File: config.mk
export PLATFORM = sky130hd
export DESIGN_NAME = ex_alu_sequencer
export DESIGN_NICKNAME = d
export VERILOG_FILES = /design/src/rtl/ex_alu_sequencer.sv
export SDC_FILE = /design/constraint.sdc
export NUM_CORES = 1
export LEC_CHECK = 0
export CORE_MARGIN = 1.5
export CORE_UTILIZATION = 45
export DETAILED_ROUTE_END_ITERATION = 16
export GPL_TIMING_DRIVEN = 0
export MAX_ROUTING_LAYER = met4
export PLACE_DENSITY = 0.82
export REMOVE_ABC_BUFFERS = 1
export SYNTH_ARGS = -nofsm -noshare
export SYNTH_HDL_FRONTEND = slang
export SYNTH_SLANG_ARGS = --single-unit
File: constraint.sdc
create_clock -name clock_in -period 4 [get_ports clock_in]
set_clock_uncertainty 0.2 [all_clocks]
set_input_delay 0.4 -clock clock_in [delete_from_list [all_inputs] [get_ports clock_in]]
set_output_delay 0.4 -clock clock_in [all_outputs]
set_load 0.1 [all_outputs]
File: src/rtl/ex_alu_sequencer.sv
// Execute-stage sequencer: drives an external ALU, builds SLT/SLTU, runs shifts.
// Define EX_BARREL_SHIFT_EN for single-cycle shifts instead of the iterative shifter.
module ex_alu_sequencer (
    input  logic        clock_in,
    input  logic        reset_in,
    input  logic        in_valid,
    output logic        in_ready,
    input  logic [2:0]  in_funct3,
    input  logic        in_funct7b5,
    input  logic        in_is_imm,
    input  logic [31:0] in_rs1,
    input  logic [31:0] in_rs2_imm,
    output logic        out_valid,
    input  logic        out_ready,
    output logic [31:0] out_result,
    output logic [31:0] alu_input_a,
    output logic [31:0] alu_input_b,
    output logic [3:0]  alu_opcode,
    input  logic [31:0] alu_output,
    input  logic        alu_neg,
    input  logic        alu_zero
);

    typedef enum logic [1:0] {IDLE, EXEC, SHIFT, DONE} state_t;

    state_t      state_q, state_d;
    logic [31:0] a_q, a_d;
    logic [31:0] b_q, b_d;
    logic [2:0]  f3_q, f3_d;
    logic        f7_q, f7_d;
    logic        imm_q, imm_d;
    logic [31:0] res_q, res_d;
    logic        sign_diff;
    logic        lt;
    logic        unused_flags;

`ifndef EX_BARREL_SHIFT_EN
    logic [31:0] sh_q, sh_d;
    logic [4:0]  cnt_q, cnt_d;
    logic [31:0] sh_next;
`else
    logic [31:0] barrel;
`endif

    assign unused_flags = alu_zero;
    assign in_ready     = (state_q == IDLE) && !reset_in;
    assign out_valid    = (state_q == DONE);
    assign out_result   = res_q;
    assign alu_input_a  = a_q;
    assign alu_input_b  = b_q;

    // Opposite signs decide the compare directly; otherwise the subtract sign does.
    assign sign_diff = a_q[31] ^ b_q[31];
    assign lt = sign_diff ? (f3_q[0] ? b_q[31] : a_q[31]) : alu_neg;

`ifndef EX_BARREL_SHIFT_EN
    always_comb begin
        sh_next = sh_q;
        if (f3_q[2])
            sh_next = {f7_q & sh_q[31], sh_q[31:1]};
        else
            sh_next = {sh_q[30:0], 1'b0};
    end
`else
    always_comb begin
        barrel = a_q;
        if (!f3_q[2])
            barrel = a_q << b_q[4:0];
        else if (f7_q)
            barrel = 32'($signed(a_q) >>> b_q[4:0]);
        else
            barrel = a_q >> b_q[4:0];
    end
`endif

    always_comb begin
        state_d    = state_q;
        a_d        = a_q;
        b_d        = b_q;
        f3_d       = f3_q;
        f7_d       = f7_q;
        imm_d      = imm_q;
        res_d      = res_q;
        alu_opcode = 4'b0000;
`ifndef EX_BARREL_SHIFT_EN
        sh_d       = sh_q;
        cnt_d      = cnt_q;
`endif
        unique case (state_q)
            IDLE: begin
                if (in_valid) begin
                    a_d     = in_rs1;
                    b_d     = in_rs2_imm;
                    f3_d    = in_funct3;
                    f7_d    = in_funct7b5;
                    imm_d   = in_is_imm;
                    state_d = EXEC;
`ifndef EX_BARREL_SHIFT_EN
                    if (in_funct3[1:0] == 2'b01) begin
                        sh_d  = in_rs1;
                        cnt_d = in_rs2_imm[4:0];
                        if (in_rs2_imm[4:0] == 5'd0) begin
                            res_d   = in_rs1;
                            state_d = DONE;
                        end else begin
                            state_d = SHIFT;
                        end
                    end
`endif
                end
            end
            EXEC: begin
                res_d   = alu_output;
                state_d = DONE;
                case (f3_q)
                    3'b000:  alu_opcode = (f7_q && !imm_q) ? 4'b1000 : 4'b0000;
                    3'b100:  alu_opcode = 4'b0100;
                    3'b110:  alu_opcode = 4'b0110;
                    3'b111:  alu_opcode = 4'b0111;
                    3'b010,
                    3'b011: begin
                        alu_opcode = 4'b1000;
                        res_d      = {31'b0, lt};
                    end
`ifdef EX_BARREL_SHIFT_EN
                    default: res_d = barrel;
`else
                    default: alu_opcode = 4'b0000;
`endif
                endcase
            end
            SHIFT: begin
`ifndef EX_BARREL_SHIFT_EN
                sh_d  = sh_next;
                cnt_d = cnt_q - 5'd1;
                if (cnt_q == 5'd1) begin
                    res_d   = sh_next;
                    state_d = DONE;
                end
`else
                state_d = IDLE;
`endif
            end
            DONE: begin
                if (out_ready)
                    state_d = IDLE;
            end
            default: state_d = IDLE;
        endcase
    end

    always_ff @(posedge clock_in) begin
        if (reset_in) begin
            state_q <= IDLE;
            a_q     <= '0;
            b_q     <= '0;
            f3_q    <= '0;
            f7_q    <= 1'b0;
            imm_q   <= 1'b0;
            res_q   <= '0;
`ifndef EX_BARREL_SHIFT_EN
            sh_q    <= '0;
            cnt_q   <= '0;
`endif
        end else begin
            state_q <= state_d;
            a_q     <= a_d;
            b_q     <= b_d;
            f3_q    <= f3_d;
            f7_q    <= f7_d;
            imm_q   <= imm_d;
            res_q   <= res_d;
`ifndef EX_BARREL_SHIFT_EN
            sh_q    <= sh_d;
            cnt_q   <= cnt_d;
`endif
        end
    end

endmodule

Word level (Yosys, flattened, before mapping) --
Cells that the tools add are included.
Cells by class: $add $sub $neg 1, eq/ne operators 15, multiplexer cells 24, bitwise gates (word level) 2, reductions and logical operators 14
Operator list (count):
- $mux 32 | 8
- $pmux 32 s3 | 1
- $pmux 32 s2 | 1
- $pmux 4 s5 | 1
- $mux 5 | 2
- $pmux 5 s2 | 1
- $eq 3x3->1 const B | 3
- $mux 2 | 4
- $mux 4 | 2
- $pmux 2 s4 | 1
- $eq 3x2->1 const B | 2
- $ne 2x1->1 const B | 3
- $reduce_and 3->1 | 2
- $eq 5x1->1 const B | 1
- $logic_not 5->1 | 1
- $reduce_and 5->1 | 1
- $sub 5x1->5 const B | 1
- $eq 2x1->1 const B | 2
- $eq 2x2->1 const B | 2
- $ne 2x2->1 const B | 2
- $logic_not 3->1 | 1
- $mux 1 | 3
- $reduce_bool 3->1 | 1
- $logic_and 1x1->1 | 2
- 7 further kinds | 8
Word-level totals: flip-flop bits (word level) 140, logic and storage cells 65

Logic depth before layout (Yosys ltp) --
depth in word-level cells 5, gate-level depth with buffers 9

Worst setup path before layout --
Ideal clock, no wire load.
kind register to output, from register state_q[1], to output port alu_opcode[0], arrival 3.317 ns, data required time 3.400 ns, path slack 0.083 ns, cell stages (with the launch flop) 8, cells stage by stage dfxtp_1 > inv_1 > ha_1 > clkbuf_1 > clkbuf_1 > nand2_1 > nor2_1 > and2_1
Between the ends: longest elaborated chain between the ends 2
Ends and longest elaborated chain:
- from (decl) | line 26 | state_t state_q, state_d;
- from (signal assigned) | line 166 | state_q <= state_d;
- $eq 2x1->1 | line 89 | unique case (state_q)
- $mux 4 | line 89
- to (decl) | line 18 | output logic [3:0] alu_opcode,
Every way passes these cells.

Worst setup path in the final report --
Ends and elaborated chain as after synthesis.

==> results.json <==
{
  "cp-end-kind": "output port",
  "grt_max_degree": 73,
  "setup_viol": 0,
  "p_leak_nw": 3.214,
  "via_per_inst": 5.383,
  "max_slew_margin": 0.3138,
  "rr_startpoint": "state_q[0]",
  "cts_resized": 0,
  "antenna_cells": 0,
  "period_needed_ns": 3.744,
  "worstRegToRegCells": 8,
  "synth_fa_ha_area_frac": 0.01362,
  "setup_ws_ns": 0.2557,
  "drt-initial-drc-count": 407,
  "r2r_slack_ns": 1.21,
  "clock-sinks": 140,
  "layout.cells.most_common": "nand2_1",
  "syn_to_final_growth_pct": 44.37,
  "cts.htree.levels": 4,
  "ys_seq_area_frac": 0.4359,
  "gr-total-overflow": 0,
  "slew_violations": 0,
  "clk_latency_ns": 0.42,
  "postLayoutCellArea_um2": 9283,
  "detailroute.via_count": 6341,
  "worst-path-max-fanout": 35,
  "max_freq_mhz": 267.1,
  "synthMuxAreaShare": 0.04670,
  "dieArea_um2": 15010,
  "final_antenna_net_count": 0,
  "hold_path_depth": 2,
  "io_pins": 209,
  "timing.final.crit_share": 0.9361,
  "synthCells": 817,
  "placed_area_um2": 8673,
  "fin_nets": 1099,
  "synth_area_leaders": "dfxtp_1 44%, nand2_1 12%, a21oi_1 8.5%, o21ai_0 5.3%, mux2i_1 4.7%",
  "synth_area_per_cell_um2": 7.870,
  "cts_buffers": 17,
  "dp_worst_setup_slack_ns": 0.6663,
  "antenna_found_initial": 0,
  "clkTransAtPathRegs_ns": 0.06,
  "synth_top_family_by_area": "compound AO/OA/AOI/OAI gates",
  "ys_seq_elements": 140,
  "grt_pass1_vias": 6291,
  "rows": 43,
  "synth_edf_count": 0,
  "die_width_um": 122.5,
  "crit_type": "reg -> out",
  "r2r_end": "cnt_q[0]",
  "firstDrtPassIters": 5,
  "synthDistinctLibCells": 48,
  "globalplace.congestion": 0.8130,
  "netlist_area_um2": 6430,
  "totalWireLength_um": 18890,
  "portBuffers": 207,
  "core_area_um2": 13930,
  "cts_tree": "done",
  "hold_path_end": "alu_input_a[12]",
  "synth-xor-area-share": 0.001362,
  "synth_compound_area_frac": 0.2510,
  "arrival_ns": 3.14,
  "yosysWarnings": 0,
  "hold_violations": 0,
  "synth_top_area_frac": 0.4359,
  "max_cap_violations": 0,
  "n_fill_cell": 1125,
  "hold_class": "in -> reg",
  "powerDensity_nw_per_um2": 620.1,
  "hold_ws_ns": 0.2478,
  "wl_per_cell_um": 16.04,
  "ys.flop_type": "dfxtp_1",
  "drcViolationCount": 0,
  "clockBufferDepth": 2,
  "clock-root-buffer": "clkbuf_16",
  "required_ns": 3.40,
  "place_hpwl_um": 12270,
  "grt_use_total": 0.2593,
  "synth_top_area_cell": "dfxtp_1",
  "grt_pass1_wl_um": 30170,
  "peakVddDrop_uv": 429.2,
  "startpoint_type": "register",
  "worst_slew_pin_slew_ns": 1.026,
  "status": "finished clean",
  "post_cts_buffers": 0,
  "hp-start": "reset_in",
  "layout_common_cells": "207 x nand2_1, 206 x clkdlybuf4s50_1, 139 x dfxtp_1",
  "synthSimpleGateAreaFrac": 0.2004,
  "die_h_um": 122.5,
  "rsz0062_at_grt": "false",
  "initial_core_util": 0.4614,
  "holdBufCountCts": 0,
  "synth-async-reset-ratio": 0,
  "drive_above_1_share": 0.06713
}
==> worst max-delay path, cell delays in order (launching register included) <==
cell             delay, ns
dfxtp_1               0.35
inv_1                 0.09
ha_2                  0.72
nand2_1               0.16
nor2_1                0.15
and2_1                0.14
clkdlybuf4s50_1       1.12
==> metrics by stage <==
step | power, mW | instances | setup TNS [ns] | util
after floorplan | 3.465 | 749 | -0.3529 | -
after detailed placement | 4.205 | 1145 | 0 | 0.6224
final | 5.756 | 1178 | 0 | 0.6662
after CTS | 5.775 | 1177 | 0 | 0.6647
after global placement | 4.117 | 1136 | -189.98 | 0.6052
after global routing | 5.994 | 1178 | 0 | 0.6662
==> report_power, final <==
group	internal [mW]	total [mW]	switching, mW	leakage (nW)
Clock	0.966	1.56	0.598	0.282
Combinational	0.687	2.48	1.80	1.79
Sequential	1.58	1.71	0.124	1.15
Total	3.24	5.76	2.52	3.21
==> cell usage after synthesis (2+ instances only) <==
| cell type | n |
|---|---|
| and3_1 | 2 |
| ha_1 | 7 |
| o22ai_1 | 31 |
| dfxtp_1 | 140 |
| nand2b_1 | 4 |
| o2bb2ai_1 | 20 |
| a21oi_1 | 109 |
| buf_6 | 3 |
| nor3_1 | 2 |
| a311oi_1 | 2 |
| inv_1 | 9 |
| o211ai_1 | 2 |
| buf_1 | 2 |
| nor2b_1 | 36 |
| clkbuf_1 | 52 |
| buf_2 | 10 |
| and2_1 | 4 |
| mux2i_1 | 30 |
| a21o_1 | 2 |
| o21ai_0 | 68 |
| o2bb2ai_2 | 10 |
| nor2_1 | 39 |
| nand2_1 | 208 |
==> per-layer routing <==
layer	vias up	global-route usage	routed length, um
met3	38	0.06087	1160
met1	2956	0.3045	8264
li1	3143	-	-
met5	-	-	0
met2	204	0.4319	9036
met4	0	0.09666	429
==> state kept, by name, indices dropped and copies added (netlist names) <==
register,count
alu_input_b,32
sh_q,32
out_result,32
cnt_q,5
f7_q,1
state_q,2
f3_q,3
alu_input_a,32
imm_q,1
==> worst max path at each step <==
stage	start	endpoint
2_1_floorplan	f3_q[2]	alu_opcode[0]
3_3_place_gp	state_q[0]	cnt_q[0]
3_5_place_dp	state_q[0]	alu_opcode[0]
4_1_cts	state_q[1]	alu_opcode[0]
5_1_grt	state_q[1]	alu_opcode[0]
6_report	state_q[1]	alu_opcode[0]
==> logic make-up after synthesis <==
kind of cell               after synthesis
and+or+nand+nor                        303
xor gates and xnor gates                 1
buffers and inverters                   77
AOI/OAI and AO/OA                      259
DFF                                    140
muxes                                   30
adders and majority gates                7
==> cell type report <==
type / count / area [um2] / area share
clock buffer: 22 / 474.2 / 0.05109
clock inverter: 10 / 115.1 / 0.01240
inverter: 9 / 33.78 / 0.003639
multi-input combinational: 600 / 3351 / 0.3610
sequential: 140 / 2804 / 0.3021
tap: 180 / 225.2 / 0.02426
timing repair buffer: 217 / 2280 / 0.2456
Note: power is estimated with default switching activity, not from simulation.
